$ cat src/rtl/pipe_stage_skid.sv
// Pipeline stage register with valid/ready handshake, 1-entry skid buffer and synchronous flush.
// Optional stall/bubble statistics counters are built when PIPE_STAGE_STAT_EN is defined.
module pipe_stage_skid #(
  parameter int          AUX_W     = 8,
  parameter logic [31:0] NOP_INSTR = 32'h0000_0000,
  parameter logic [31:0] RESET_PC  = 32'h0000_3000
) (
  input  logic             clk,
  input  logic             reset,
  input  logic             flush,
  input  logic             in_valid,
  output logic             in_ready,
  input  logic [31:0]      in_ins,
  input  logic [31:0]      in_pc,
  input  logic [AUX_W-1:0] in_aux,
  output logic             out_valid,
  input  logic             out_ready,
  output logic [31:0]      out_ins,
  output logic [31:0]      out_pc,
  output logic [AUX_W-1:0] out_aux
`ifdef PIPE_STAGE_STAT_EN
  ,
  output logic [31:0]      stall_cnt,
  output logic [31:0]      bubble_cnt
`endif
);

  // Handshake: a word moves upstream->stage when in_valid && in_ready, and
  // stage->downstream when out_valid && out_ready, both sampled on posedge clk.
  typedef enum logic [1:0] {S_EMPTY, S_ONE, S_TWO} state_t;

  state_t             state_q, state_d;
  logic               in_ready_q, in_ready_d;
  logic               out_valid_q, out_valid_d;
  logic [31:0]        out_ins_q, out_ins_d;
  logic [31:0]        out_pc_q, out_pc_d;
  logic [AUX_W-1:0]   out_aux_q, out_aux_d;
  logic [31:0]        skid_ins_q, skid_ins_d;
  logic [31:0]        skid_pc_q, skid_pc_d;
  logic [AUX_W-1:0]   skid_aux_q, skid_aux_d;

  logic acc, pop;
  assign acc = in_valid && in_ready_q;
  assign pop = out_valid_q && out_ready;

  always_comb begin
    state_d    = state_q;
    out_ins_d  = out_ins_q;
    out_pc_d   = out_pc_q;
    out_aux_d  = out_aux_q;
    skid_ins_d = skid_ins_q;
    skid_pc_d  = skid_pc_q;
    skid_aux_d = skid_aux_q;
    if (flush) begin
      state_d    = S_EMPTY;
      skid_ins_d = '0;
      skid_pc_d  = '0;
      skid_aux_d = '0;
    end else begin
      case (state_q)
        S_EMPTY: begin
          if (acc) begin
            state_d   = S_ONE;
            out_ins_d = in_ins;
            out_pc_d  = in_pc;
            out_aux_d = in_aux;
          end
        end
        S_ONE: begin
          if (acc && pop) begin
            out_ins_d = in_ins;
            out_pc_d  = in_pc;
            out_aux_d = in_aux;
          end else if (acc) begin
            state_d    = S_TWO;
            skid_ins_d = in_ins;
            skid_pc_d  = in_pc;
            skid_aux_d = in_aux;
          end else if (pop) begin
            state_d = S_EMPTY;
          end
        end
        S_TWO: begin
          if (pop) begin
            state_d   = S_ONE;
            out_ins_d = skid_ins_q;
            out_pc_d  = skid_pc_q;
            out_aux_d = skid_aux_q;
          end
        end
        default: state_d = S_EMPTY;
      endcase
    end
    // A bubble shows NOP and zero side-band; the PC of the last word lingers.
    if (state_d == S_EMPTY) begin
      out_ins_d = NOP_INSTR;
      out_aux_d = '0;
    end
    out_valid_d = (state_d != S_EMPTY);
    in_ready_d  = (state_d != S_TWO);
  end

  always_ff @(posedge clk) begin
    if (reset) begin
      state_q     <= S_EMPTY;
      in_ready_q  <= 1'b1;
      out_valid_q <= 1'b0;
      out_ins_q   <= NOP_INSTR;
      out_pc_q    <= RESET_PC;
      out_aux_q   <= '0;
      skid_ins_q  <= '0;
      skid_pc_q   <= '0;
      skid_aux_q  <= '0;
    end else begin
      state_q     <= state_d;
      in_ready_q  <= in_ready_d;
      out_valid_q <= out_valid_d;
      out_ins_q   <= out_ins_d;
      out_pc_q    <= out_pc_d;
      out_aux_q   <= out_aux_d;
      skid_ins_q  <= skid_ins_d;
      skid_pc_q   <= skid_pc_d;
      skid_aux_q  <= skid_aux_d;
    end
  end

  assign in_ready  = in_ready_q;
  assign out_valid = out_valid_q;
  assign out_ins   = out_ins_q;
  assign out_pc    = out_pc_q;
  assign out_aux   = out_aux_q;

`ifdef PIPE_STAGE_STAT_EN
  logic [31:0] stall_cnt_q, stall_cnt_d;
  logic [31:0] bubble_cnt_q, bubble_cnt_d;

  // Saturating counters; flush does not clear them.
  always_comb begin
    stall_cnt_d  = stall_cnt_q;
    bubble_cnt_d = bubble_cnt_q;
    if (out_valid_q && !out_ready && (stall_cnt_q != 32'hFFFF_FFFF))
      stall_cnt_d = stall_cnt_q + 32'd1;
    if (!out_valid_q && (bubble_cnt_q != 32'hFFFF_FFFF))
      bubble_cnt_d = bubble_cnt_q + 32'd1;
  end

  always_ff @(posedge clk) begin
    if (reset) begin
      stall_cnt_q  <= '0;
      bubble_cnt_q <= '0;
    end else begin
      stall_cnt_q  <= stall_cnt_d;
      bubble_cnt_q <= bubble_cnt_d;
    end
  end

  assign stall_cnt  = stall_cnt_q;
  assign bubble_cnt = bubble_cnt_q;
`endif

`ifndef SYNTHESIS
  a_out_stable: assert property (@(posedge clk) disable iff (reset)
    (out_valid_q && !out_ready && !flush) |=>
      (out_valid_q && $stable(out_ins_q) && $stable(out_pc_q) && $stable(out_aux_q)));
  a_no_acc_in_two: assert property (@(posedge clk) disable iff (reset)
    (state_q == S_TWO) |-> !acc);
`endif

endmodule

$ cat config.mk
export PLATFORM = sky130hd
export DESIGN_NAME = pipe_stage_skid
export DESIGN_NICKNAME = d
export VERILOG_FILES = /design/src/rtl/pipe_stage_skid.sv
export SDC_FILE = /design/constraint.sdc
export NUM_CORES = 1
export LEC_CHECK = 0
export ABC_AREA = 1
export BUFFER_PORTS_ARGS = -buffer_cell sky130_fd_sc_hd__buf_2
export CAP_MARGIN = 20
export CELL_PAD_IN_SITES_DETAIL_PLACEMENT = 1
export CELL_PAD_IN_SITES_GLOBAL_PLACEMENT = 1
export CORE_UTILIZATION = 42
export CTS_BUF_LIST = sky130_fd_sc_hd__clkbuf_8
export DETAILED_ROUTE_END_ITERATION = 8
export GPL_ROUTABILITY_DRIVEN = 0
export PLACE_DENSITY_LB_ADDON = 0.1
export SYNTH_ARGS = -nofsm -noshare
export SYNTH_HDL_FRONTEND = slang
export SYNTH_SLANG_ARGS = --single-unit
$ cat constraint.sdc
create_clock -name clk -period 2.5 [get_ports clk]
set_input_delay 0.75 -clock clk [delete_from_list [all_inputs] [get_ports clk]]
set_output_delay 0.75 -clock clk [all_outputs]
set_load 0.005 [all_outputs]
# Word-level counts from Yosys, hierarchy flattened
# Cells that the tools add are included.
# W data, S select, Z words.
[totals] elab_cells=47 output_inout_bits=74 register_bits=148
[op_classes] bitwise=2 n_eq_ne=6 muxes=19 reduce_logical=11
[op_table] operator="$mux W32" n=6
[op_table] operator="$pmux W32 S3" n=2
[op_table] operator="$mux W8" n=3
[op_table] operator="$pmux W8 S3" n=1
[op_table] operator="$mux W2" n=6
[op_table] operator="$ne A2 B2 Y1 const B" n=4
[op_table] operator="$pmux W2 S3" n=1
[op_table] operator="$reduce_and A5 Y1" n=1
[op_table] operator="$logic_not A2 Y1" n=2
[op_table] operator="$reduce_or A2 Y1" n=2
[op_table] operator="$logic_and A1 B1 Y1" n=3
[op_table] operator="$reduce_and A3 Y1" n=1
[op_table] operator="$reduce_bool A3 Y1" n=1
[op_table] operator="$eq A2 B1 Y1 const B" n=1
[op_table] operator="$eq A2 B2 Y1 const B" n=1
[op_table] operator="$not A1 Y1" n=2
[op_table] operator="$reduce_bool A2 Y1" n=1

# Longest topological paths before layout
[logic_depth] ltp_word=8 depth_mapped=11 ltp_nobuf=9

# Least setup slack after synthesis
# Ideal clock, no wire load.
[synth_timing] path_kind="input port to flip-flop" start="input port out_ready" end="register out_pc_q[20] (netlist: out_pc[20])" slack_ps=800 path_buffers=1 arrival_time_ps=1585 required_ps=2384 path_stages=8 setup_time_ps=116 path_cell_list="nand2_1 -> nand3_1 -> nand3_2 -> nor2_4 -> inv_2 -> buf_2 -> nor2_1 -> nor2_1"
[synth_via] elab_chain_cells=4 elab_cells_between_ends=5 classes_between="2 x eq/ne; 3 x reduce/logical"
[synth_lines] item="from (decl)" line="17" source="input logic out_ready,"
[synth_lines] item="$logic_and A1 B1 Y1 (*)" line="44" source="assign pop = out_valid_q && out_ready;"
[synth_lines] item="$logic_and A1 B1 Y1" line="70" source="if (acc && pop) begin"
[synth_lines] item="$ne A2 B2 Y1 (no source line)"
[synth_lines] item="$reduce_and A5 Y1 (no source line) (*)"
[synth_lines] item="to (signal assigned)" line="119" source="out_pc_q <= out_pc_d;"
[synth_lines] item="to (decl)" line="36" source="logic [31:0] out_pc_q, out_pc_d;"
# Every way passes the cells marked *; elsewhere a longest branch is shown, timed or not.
# A chain may end at the register's enable or synchronous reset.

# Worst setup path in the final report
[layout_timing] start="register state_q[1]" end="register out_ins_q[16] (netlist: out_ins[16])"
[layout_via] elab_chain_cells=7 elab_cells_between_ends=18 classes_between="5 x eq/ne; 8 x mux; 5 x reduce/logical"
[layout_lines] item="from (decl)" line="32" source="state_t state_q, state_d;"
[layout_lines] item="from (signal assigned)" line="115" source="state_q <= state_d;"
[layout_lines] item="$mux W2" line="79" source="end else if (pop) begin"
[layout_lines] item="$mux W2" line="74" source="end else if (acc) begin"
[layout_lines] item="$mux W2" line="70"
[layout_lines] item="$pmux W2 S3" line="60" source="case (state_q)"
[layout_lines] item="$mux W2" line="54" source="if (flush) begin"
[layout_lines] item="$logic_not A2 Y1" line="95" source="if (state_d == S_EMPTY) begin"
[layout_lines] item="$reduce_or A2 Y1 (no source line)"
[layout_lines] item="to (signal assigned)" line="118" source="out_ins_q <= out_ins_d;"
[layout_lines] item="to (decl)" line="35" source="logic [31:0] out_ins_q, out_ins_d;"
# Several ways; a longest one is shown, not always the timed one.

==> results.json <==
{
  "status": "finished clean",
  "powerDensity_nw_per_um2": 661.1,
  "cp_top_family": "simple AND/OR/NAND/NOR gates",
  "leakagePower_uw": 0.003448,
  "timing.hold.worst_endpoint": "skid_ins_q[13]",
  "synth_compound_area_share_pct": 23.22,
  "grt_first_pass_wirelength_mm": 27.19,
  "asyncSetResetFlopFracSynth_pct": 0,
  "regToRegStartpoint": "state_q[1]",
  "timing.critical_path.required_ns": 2.89,
  "overflow_left_after_global_routing": 0,
  "max-vdd-ir-drop_uv": 279.7,
  "dominant_combinational_cell_family_by_area_after_synthesis": "compound AO/OA/AOI/OAI gates",
  "post_synth_inst_count": 903,
  "report.final.slew_viol_count": 0,
  "hold-path-cell-count": 2,
  "nets": 1100,
  "cts.sink_count": 148,
  "timing.critical_path.arrival_ns": 2.17,
  "vias_in_the_first_global_route": 5652,
  "drive_gt1_share_pct": 19.59,
  "initial_core_util_pct": 43.02,
  "setup_viol": 0,
  "starting_drt_drc_count": 253,
  "synth_area_leader_cell": "dfxtp_1",
  "coreArea_um2": 14480,
  "fin_tns_setup_ns": 0,
  "timing.critical_path.slowest_stage_cell": "dfxtp_1",
  "worstSetupStartpointType": "flip-flop",
  "synth-edff-count": 0,
  "clk_path_buf_depth": 2,
  "die_h_um": 123.8,
  "worst_r2r_path_depth": 7,
  "grt_use_total_pct": 22.99,
  "vias_per_cell": 4.993,
  "drt-pass1-iter-count": 4,
  "synthSimpleGateAreaFrac_pct": 17.50,
  "cts_hold_repair.buffers": 0,
  "pin_count": 151,
  "cell_area_after_synthesis_um2": 6228,
  "antenna_violating_nets_post_route": 0,
  "yosys.area_share.xor_xnor_pct": 0,
  "ys.warnings.count": 0,
  "postSynthRegisterBits": 148,
  "r2r_slack_ns": 0.72,
  "row_count": 44,
  "crit_path_cell_trace": "nand2_4, buf_12, o21ai_0, nand2_1, nand2_1, inv_1, nor2_1",
  "worstHoldPathType": "reg2reg",
  "path_buf_inv": 2,
  "worst_slack_ns": 0.7183,
  "finalNonFillerCells": 1221,
  "insertion_delay_ns": 0.45,
  "buffer_ports.inserted": 150,
  "synth_top_cells_by_count": "o21ai_0, nand2_1, dfxtp_1, inv_1, nor2_1",
  "cts_repair_resize_count": 0,
  "final.period_utilization_pct": 71.27,
  "critPathMaxFanout": 60,
  "synth_nets": 980,
  "hpwl_mm": 10.89,
  "synth.most_common_cell": "o21ai_0",
  "place_ws_ns": 0.3490,
  "crit_path_max_incr_delay_ns": 0.51,
  "clock_transition_at_path_regs_ns": 0.08,
  "synth.top_cells.by_area": "dfxtp_1, o21ai_0, nand2_1, inv_1, nor2_1",
  "muxShareOfSynthArea_pct": 0,
  "drt_drc_violations_left": 0,
  "drt-total-wl_mm": 16.88,
  "cts_buffers": 17,
  "synth_largest_type_area_fraction_pct": 47.57,
  "fp.dieArea_um2": 15320,
  "max_freq_mhz": 561.3,
  "critPathCaptureType": "flip-flop",
  "critPathMostFrequentCell": "nand2_1",
  "post_layout_minimum_cycle_time_ns": 1.782,
  "fill_cells": 1956,
  "grt_setup_unrepaired": "false",
  "critical_path_class": "reg2reg",
  "post_synthesis_adder_cell_area_fraction_pct": 0,
  "worst_slew_margin_rel_pct": 60.70,
  "fin_skew_ns": 0.007027,
  "synthesis.area_per_instance_um2": 6.898,
  "place_inst": 1188,
  "postCtsSetupRepairBufs": 0,
  "worstReg2RegEnd": "out_ins[16]",
  "total_power_uw": 4976,
  "final-hold-violation-count": 0,
  "hold_wc_startpoint": "skid_ins_q[13]",
  "cts-root-buf": "clkbuf_8",
  "layout_overhead_on_the_synthesized_area_pct": 20.83,
  "maxCapViolCount": 0,
  "synthFlopType": "dfxtp_1",
  "grt_start_max_net_pins": 145,
  "register_area_share_after_synthesis_pct": 47.57,
  "worst_pin_slew_ns": 0.5889,
  "die_width_um": 123.8,
  "fin_worst_hold_slack_ns": 0.4474,
  "cts_max_level": 4,
  "routed-via-count": 6097,
  "detail_route.wl_per_cell_um": 13.82,
  "synth_cell_type_count": 17,
  "grt_antenna_before_repair": 1,
  "cts_tree": "yes"
}
-- sequential cells by signal (all words and copies together), names as in the netlist --
name,count
skid_pc_q,32
state_q,2
in_ready,1
out_ins,32
skid_aux_q,8
out_pc,32
skid_ins_q,32
out_aux,8
out_valid,1
-- how the worst max path moves through the flow --
stage                           from  slack, ns  cells past startpoint          end
after floorplan            out_ready       0.80                      8   out_pc[20]
after global placement     out_ready       0.41                      8    out_pc[3]
after detailed placement   out_ready       0.35                      8   out_pc[10]
after CTS                 state_q[1]       0.71                      7  out_ins[16]
after global routing      state_q[1]       0.49                      7  out_ins[15]
final                     state_q[1]       0.72                      7  out_ins[16]
-- layout make-up --
cell class	count	area, um^2	share of cell area [%]
well taps	184	230.2	3.059
diodes	1	2.502	0.03325
inverters	120	450.4	5.985
flip-flops and latches	148	2963	39.37
clock buffers	21	289.0	3.840
clock inverters	11	131.4	1.746
multi-input cells	572	2554	33.93
repair buffers	164	905.9	12.04
-- metal layers --
| metal | up-vias | global-route usage (%) | share of wire, % |
|---|---|---|---|
| met3 | 25 | 5.540 | 5.1 |
| li1 | 3084 | - | - |
| met5 | - | 0 | 0 |
| met4 | 0 | 9.563 | 2.1 |
| met1 | 2860 | 28.83 | 46 |
| met2 | 128 | 37.60 | 47 |
-- kinds of logic after synthesis --
family	count (synthesis)
DFF	148
buffers and inverters	183
AOI/OAI and AO/OA	289
and+or+nand+nor	283
-- through the flow --
step	util, %	cell area (um^2)
2_1_floorplan	-	6228
4_1_cts	51.96	7523
5_1_grt	51.98	7526
6_report	51.98	7526
3_5_place_dp	49.06	7103
3_3_place_gp	49.06	7103
-- where the power goes --
part / switching (uW) / leakage, uW / internal [uW]
clock network: 887 / 0.000222 / 1080
registers: 37.0 / 0.00120 / 2430
logic: 334 / 0.00202 / 205
-- worst reg2reg max path, stage by stage, from the launching register on --
cell and delay, ns:
dfxtp_1 0.51, nand2_4 0.39, buf_12 0.34, o21ai_0 0.19
nand2_1 0.08, nand2_1 0.07, inv_1 0.04, nor2_1 0.10
-- cells in the final DEF, fill, tap and decap left out --
master / count
a21oi_1: 74
clkinv_2: 6
nor2_1: 105
inv_1: 119
buf_12: 4
o21ai_1: 7
o21ai_0: 208
clkinvlp_4: 1
buf_2: 150
nand2_4: 2
nand3_1: 5
inv_2: 2
nor2_2: 1
clkbuf_8: 21
dfxtp_1: 148
nand2_1: 167
nand3_2: 1
diode_2: 1
buf_4: 10
bufinv_16: 3
nor2_4: 2
No activity file was read; power rests on OpenSTA's default activity.
